## config.mk

```make
export PLATFORM = sky130hd
export DESIGN_NAME = serial_adder_ctrl
export DESIGN_NICKNAME = d
export VERILOG_FILES = /design/src/rtl/serial_adder_ctrl.sv
export SDC_FILE = /design/constraint.sdc
export NUM_CORES = 1
export LEC_CHECK = 0
export CORE_MARGIN = 2
export CORE_UTILIZATION = 30
export CTS_BUF_LIST = sky130_fd_sc_hd__clkbuf_2 sky130_fd_sc_hd__clkbuf_4 sky130_fd_sc_hd__clkbuf_8
export DETAILED_ROUTE_END_ITERATION = 8
export DONT_BUFFER_PORTS = 1
export GPL_TIMING_DRIVEN = 0
export PLACE_DENSITY = 0.46
export SLEW_MARGIN = 20
export SYNTH_ARGS = -nofsm -noshare
export SYNTH_HDL_FRONTEND = slang
export SYNTH_SLANG_ARGS = --single-unit
```

## constraint.sdc

```tcl
create_clock -name clk -period 1.5 [get_ports clk]
set_input_delay 0.3 -clock clk [delete_from_list [all_inputs] [get_ports clk]]
set_output_delay 0.3 -clock clk [all_outputs]
set_load 0.02 [all_outputs]
```

## src/rtl/serial_adder_ctrl.sv

```systemverilog
// Bit-serial adder controller: runs a 1-bit halfadder pair plus carry flop over WIDTH bits, LSB first.
// Optional macro CARRY_IN_EN adds a cin port that seeds the carry flop on an accepted start.
module serial_adder_ctrl #(
    parameter int unsigned WIDTH = 8
) (
    input  logic             clk,
    input  logic             rst,
    input  logic             start,
    input  logic [WIDTH-1:0] a_in,
    input  logic [WIDTH-1:0] b_in,
`ifdef CARRY_IN_EN
    input  logic             cin,
`endif
    output logic             busy,
    output logic             done,
    output logic [WIDTH-1:0] sum,
    output logic             cout
);

    localparam int unsigned CNT_W = $clog2(WIDTH) + 1;

    localparam logic [1:0] S_IDLE = 2'd0;
    localparam logic [1:0] S_RUN  = 2'd1;
    localparam logic [1:0] S_DONE = 2'd2;

    logic [1:0]       state_q, state_d;
    logic [WIDTH-1:0] opa_q, opa_d;
    logic [WIDTH-1:0] opb_q, opb_d;
    logic [WIDTH-1:0] acc_q, acc_d;
    logic [WIDTH-1:0] sum_q, sum_d;
    logic [CNT_W-1:0] cnt_q, cnt_d;
    logic             carry_q, carry_d;
    logic             cout_q, cout_d;
    logic             busy_q, busy_d;
    logic             done_q, done_d;

    logic             carry_ld_c;
    logic             ha0_s_c, ha0_c_c, ha1_s_c, ha1_c_c;
    logic [WIDTH-1:0] acc_shift_c;

`ifdef CARRY_IN_EN
    assign carry_ld_c = cin;
`else
    assign carry_ld_c = 1'b0;
`endif

    // Shared 1-bit datapath: ha0 adds operand bits, ha1 folds in the running carry.
    always_comb begin
        ha0_s_c     = opa_q[0] ^ opb_q[0];
        ha0_c_c     = opa_q[0] & opb_q[0];
        ha1_s_c     = ha0_s_c ^ carry_q;
        ha1_c_c     = ha0_s_c & carry_q;
        acc_shift_c = (acc_q >> 1) | (WIDTH'(ha1_s_c) << (WIDTH - 1));
    end

    // Next-state and datapath sequencing
    always_comb begin
        state_d = state_q;
        opa_d   = opa_q;
        opb_d   = opb_q;
        acc_d   = acc_q;
        sum_d   = sum_q;
        cnt_d   = cnt_q;
        carry_d = carry_q;
        cout_d  = cout_q;

        case (state_q)
            S_IDLE, S_DONE: begin
                if (start) begin
                    opa_d   = a_in;
                    opb_d   = b_in;
                    acc_d   = '0;
                    carry_d = carry_ld_c;
                    cnt_d   = '0;
                    state_d = S_RUN;
                end else begin
                    state_d = S_IDLE;
                end
            end
            S_RUN: begin
                acc_d   = acc_shift_c;
                opa_d   = opa_q >> 1;
                opb_d   = opb_q >> 1;
                carry_d = ha0_c_c | ha1_c_c;
                cnt_d   = cnt_q + CNT_W'(1);
                if (cnt_q == CNT_W'(WIDTH - 1)) begin
                    sum_d   = acc_shift_c;
                    cout_d  = ha0_c_c | ha1_c_c;
                    state_d = S_DONE;
                end
            end
            default: begin
                state_d = S_IDLE;
            end
        endcase

        busy_d = (state_d == S_RUN);
        done_d = (state_d == S_DONE);
    end

    always_ff @(posedge clk) begin
        if (rst) begin
            state_q <= S_IDLE;
            opa_q   <= '0;
            opb_q   <= '0;
            acc_q   <= '0;
            sum_q   <= '0;
            cnt_q   <= '0;
            carry_q <= 1'b0;
            cout_q  <= 1'b0;
            busy_q  <= 1'b0;
            done_q  <= 1'b0;
        end else begin
            state_q <= state_d;
            opa_q   <= opa_d;
            opb_q   <= opb_d;
            acc_q   <= acc_d;
            sum_q   <= sum_d;
            cnt_q   <= cnt_d;
            carry_q <= carry_d;
            cout_q  <= cout_d;
            busy_q  <= busy_d;
            done_q  <= done_d;
        end
    end

    assign busy = busy_q;
    assign done = done_q;
    assign sum  = sum_q;
    assign cout = cout_q;

endmodule

```

==> impl_metrics.yaml, run 1 <==
outcome:
  outcome: "finished clean"
routing:
  ant_nets: 0
  post_drt_wl_per_cell_um: 14.16
  vias_per_cell: 5.004
  wl_mm: 3.752
  drc: 0
  num_vias: 1326
  drt-initial-drc-count: 50
  first_pass_iters: 4
sta:
  skew_ns: 0.004263
  setup_tns_ns: 0
  worst_slew_pin_slew_ns: 0.4777
  slew_headroom: 0.6815
  fmax_ghz: 0.6970
  finalCriticalPeriod_ns: 1.435
  post-route-period-util: 0.9564
  setup_violations: 0
  grt_setup_unrepaired: "no"
  fin_ws_ns: 0.06536
  slew_viol_final: 0
  hold_violations: 0
layout:
  fin_nets: 214
  seqCellArea_um2: 822.0
  final_cell_area_um2: 1899
  multi_input_area_um2: 785.8
  drive_gt1_frac: 0.1347
  syn_to_final_growth_pct: 10.56
  final_cell_mix: "dfxtp_1 (40), a21oi_1 (28), nand3_1 (26)"
  final_common_cell: "dfxtp_1"
  utilization: 0.3449
  n_antenna_cell: 0
  n_fill_cell: 582
clocking:
  hold_buffers: 0
  clk_pin_slew_ns: 0.07
  h-tree-depth: 2
  clockRootBuffer: "clkbuf_8"
  cts_max_path_buffers: 2
  cts_tree: "built"
  numClockSinks: 41
  cts-resized-gates: 0
  clock_latency_ns: 0.28
  numCtsBuffers: 5
  post_cts_buffers: 0
synthesis:
  synth-seq-area-share: 0.4778
  synth_cells: 186
  synth_seq_cells: 41
  yosysWarnings: 0
  synth_area_um2: 1718
  synth.distinct_cells: 24
  synth.avg_cell_area_um2: 9.236
  syn_nets: 207
worst_setup_path:
  cp.required_ns: 1.67
  start_kind: "flop"
  rr_worst_depth: 5
  worstReg2RegEnd: "sum[7]"
  arrival_ns: 1.61
  reg2reg_slack_ns: 0.07
  critical_path_class: "flop to flop"
  worst_setup_path_end_kind: "flop"
  reg2reg_from: "state_q[0]"
  worstPathMaxFanout: 10
die:
  die-height_um: 79.67
  die_x_um: 79.67
  initial_core_util: 0.3120
  num_rows: 27
  pin_count: 30
  coreArea_um2: 5507
  dieArea_um2: 6347
placed_design:
  placed_area_um2: 1808
  io_buffers: 0
  hpwl_mm: 2.654
  dp_worst_setup_slack_ns: 0.02588
  gp_congestion: 0.7227
power_and_ir_drop:
  max-vdd-ir-drop_mv: 0.5723
  p_leak_uw: 0.0006251
  power_density_nw_per_um2: 1091
worst_hold_path:
  hold_end: "opb_q[7]"
  hold_depth: 2
  hold_path_class: "primary input to flop"
  worst_hold_startpoint: "b_in[7]"
grt:
  antenna_found_initial: 0
  grt_pass1_wl_mm: 6.127
  grtUsageTotal: 0.1247
  grt_pass1_vias: 1290
  grt_max_degree: 12
  grt_overflow: 0
job:
  max-cap-violations: 0
-- state kept, by name, summed over array words and instances, names as in the netlist --
signal	flops
opa_q	8
opb_q	8
sum	8
acc_q	7
cnt_q	4
state_q	2
busy	1
carry_q	1
cout	1
done	1
-- where the power goes --
group | total [uW] | internal, uW | leakage, uW | switching (uW)
clock | 720 | 383 | 0.0000477 | 337
sequential | 1150 | 1130 | 0.000334 | 24.8
combinational | 200 | 76.2 | 0.000243 | 124
total | 2070 | 1590 | 0.000625 | 485
-- critical path, cell delays in order, from the launching register on --
cell	delay, ns
dfxtp_2	0.34
nor2b_4	0.14
buf_6	0.14
and4b_4	0.27
buf_12	0.14
mux2_4	0.29
-- Yosys cell counts (all sizes together) --
| cell | instances | area [um^2] |
|---|---|---|
| a22oi | 14 | 105.1 |
| nand3 | 26 | 130.1 |
| ha | 1 | 12.51 |
| clkbuf | 5 | 18.77 |
| nor2 | 5 | 18.77 |
| mux2i | 7 | 70.07 |
| mux2 | 4 | 48.79 |
| nand4 | 1 | 6.260 |
| inv | 3 | 11.26 |
| a21oi | 28 | 140.1 |
| nor2b | 6 | 45.04 |
| and4b | 1 | 13.76 |
| fa | 1 | 20.02 |
| nor3b | 1 | 7.510 |
| a211oi | 1 | 7.510 |
| buf | 12 | 81.33 |
| nand2b | 19 | 118.9 |
| nand2 | 9 | 33.78 |
| dfxtp | 41 | 820.8 |
| nand3b | 1 | 7.510 |
-- metrics by stage --
stage / hold slack, ns / total power [uW] / instances
finish: 0.1510 / 2072 / 265
global route: 0.1502 / 2182 / 265
CTS: 0.1400 / 2109 / 265
detailed placement: 0.4434 / 1377 / 258
global placement: 0.4438 / 1371 / 258
floorplan: 0.4360 / 1326 / 186
-- worst max path at each step --
stage	from	endpoint	slack [ns]	cells past startpoint
4_1_cts	state_q[0]	sum[7]	0.02	5
2_1_floorplan	state_q[0]	sum[7]	0.12	5
5_1_grt	state_q[0]	sum[7]	0.002	5
3_5_place_dp	state_q[0]	sum[7]	0.03	5
3_3_place_gp	state_q[0]	sum[7]	0.04	5
6_report	state_q[0]	sum[7]	0.07	5
-- cells by family (layout without fill, tap and decap cells) --
kind of cell | Yosys count | after routing | share of synthesized area
AOI/OAI and AO/OA | 43 | 43 | 0.1471
adders and majority gates | 2 | 2 | 0.01894
buffers and inverters | 20 | 27 | 0.06482
DFF | 41 | 41 | 0.4778
muxes | 11 | 11 | 0.06919
and+or+nand+nor | 69 | 69 | 0.2221
-- area by class of cell --
type | count | share of cell area
tap | 72 | 0.04743
multi-input combinational | 125 | 0.4137
clock buffer | 7 | 0.04743
inverter | 3 | 0.005929
buffer | 17 | 0.05270
sequential | 41 | 0.4328
-- per-layer routing --
layer  global-route usage  routed length (um)  up-vias
met2               0.2017                1802       35
li1                     -                   -      656
met1               0.1519                1681      633
met3              0.04864                 252        2
met4              0.03966                  16        0
met5                    0                   0        -
Power figures use the tool's default switching activity.
==> run 2: changes to the inputs <==
--- a/config.mk
+++ b/config.mk
@@ -11,7 +11,7 @@
 export DETAILED_ROUTE_END_ITERATION = 8
 export DONT_BUFFER_PORTS = 1
 export GPL_TIMING_DRIVEN = 0
-export PLACE_DENSITY = 0.46
+export PLACE_DENSITY = 0.57
 export SLEW_MARGIN = 20
 export SYNTH_ARGS = -nofsm -noshare
 export SYNTH_HDL_FRONTEND = slang
==> impl_metrics.yaml, run 2 (same netlist as run 1, synthesis figures left out) <==
routing:
  first_pass_iters: 4
  drc: 0
  post_drt_wl_per_cell_um: 13.67
  num_vias: 1324
  wl_mm: 3.690
  drt-initial-drc-count: 57
  ant_nets: 0
  vias_per_cell: 4.904
power_and_ir_drop:
  power_density_nw_per_um2: 1086
  p_leak_uw: 0.0006462
  power_uw: 2092
  max-vdd-ir-drop_mv: 0.5976
sta:
  grt_setup_unrepaired: "no"
  setup_tns_ns: 0
  setup_violations: 0
  finalCriticalPeriod_ns: 1.422
  skew_ns: 0.008597
  post-route-period-util: 0.9478
  hold_violations: 0
  fmax_ghz: 0.7034
  worst_slew_pin_slew_ns: 0.4697
  slew_viol_final: 0
  slew_headroom: 0.6869
worst_setup_path:
  crit_slowest_cell: "dfxtp_1"
  cp_slowest_stage_delay_ns: 0.37
  worst-path-buf-inv: 1
  path_delay_family: "flip-flops"
  arrival_ns: 1.62
  cp.required_ns: 1.69
  worst_setup_path_end_kind: "flop"
  worstPathMaxFanout: 10
  start_kind: "flop"
  crit_path_cell_trace: "ha_1 > and4b_4 > buf_12 > mux2_4"
  critical_path_class: "flop to flop"
layout:
  fin_nets: 218
  n_antenna_cell: 0
  drive_gt1_frac: 0.1566
  n_fill_cell: 575
  seqCellArea_um2: 822.0
  final_common_cell: "dfxtp_1"
  final_cell_mix: "dfxtp_1 (40), a21oi_1 (28), nand3_1 (26)"
  syn_to_final_growth_pct: 12.09
  multi_input_area_um2: 785.8
clocking:
  cts_tree: "built"
  numClockSinks: 41
  clock_latency_ns: 0.30
  clockRootBuffer: "clkbuf_8"
  cts_max_path_buffers: 2
  clk_pin_slew_ns: 0.08
  numCtsBuffers: 5
  h-tree-depth: 2
job:
  max-cap-violations: 0
grt:
  grt_max_degree: 13
  antenna_found_initial: 0
  grtUsageTotal: 0.1241
  grt_overflow: 0
  grt_pass1_vias: 1236
  grt_pass1_wl_mm: 5.982
die:
  initial_core_util: 0.3120
  dieArea_um2: 6347
  die-height_um: 79.67
  coreArea_um2: 5507
  die_x_um: 79.67
  pin_count: 30
  num_rows: 27
outcome:
  outcome: "finished clean"
worst_hold_path:
  hold_path_class: "primary input to flop"
placed_design:
  io_buffers: 0
  gp_congestion: 0.6965
  hpwl_mm: 2.536
[run 2: repair_timing]
item | 4_1_cts | 5_1_grt
resized for setup | 0 | 1
endpoints found under the setup margin | 0 | 1
buffers inserted | 0 | 4
hold buffers | 0 | 0
[run 2: stage by stage]
stage	cells	instance area, um^2	hold WS, ns	utilization	setup WS, ns
2_1_floorplan	186	1718	0.4360	-	0.1213
3_3_place_gp	258	1808	0.4388	0.3283	0.03740
3_5_place_dp	258	1808	0.4431	0.3283	0.01888
6_report	270	1926	0.1332	0.3497	0.07834
5_1_grt	270	1926	0.1454	0.3497	0.01949
4_1_cts	266	1894	0.1271	0.3440	0.009439
[run 2: worst register-to-register path: stages, from the launching register on]
cell and delay, ns:
dfxtp_1 0.37, ha_1 0.22, and4b_4 0.28, buf_12 0.15
mux2_4 0.30
[run 2: layer usage]
layer,wire length (um),vias to the layer above,global-route usage,part of all wire
met5,0,-,0,0
met4,59,0,0.05517,0.016
met3,203,7,0.04186,0.055
met2,1740,33,0.1983,0.47
met1,1687,619,0.1505,0.46
li1,-,665,-,-
[run 2: final timing paths]
check	slack [ns]	from	cells past startpoint	endpoint
setup / recovery	0.08	cnt_q[0]	4	sum[7]
hold / removal	0.13	a_in[7]	2	opa_q[7]
setup reg to reg	0.08	cnt_q[0]	4	sum[7]
hold reg to reg	0.47	opb_q[3]	2	opb_q[3]
[run 2: final cells by class]
class | count | share of cell area
Inverter | 3 | 0.005848
Clock inverter | 2 | 0.005198
Sequential cell | 41 | 0.4269
Tap cell | 72 | 0.04678
Clock buffer | 6 | 0.03964
Buffer | 17 | 0.05198
Multi-Input combinational cell | 125 | 0.4081
Timing Repair Buffer | 4 | 0.01559
[run 2: power by group]
group | switching (uW) | internal [uW]
clock | 390 | 341
sequential | 22.8 | 1130
combinational | 125 | 86.3
total | 538 | 1550
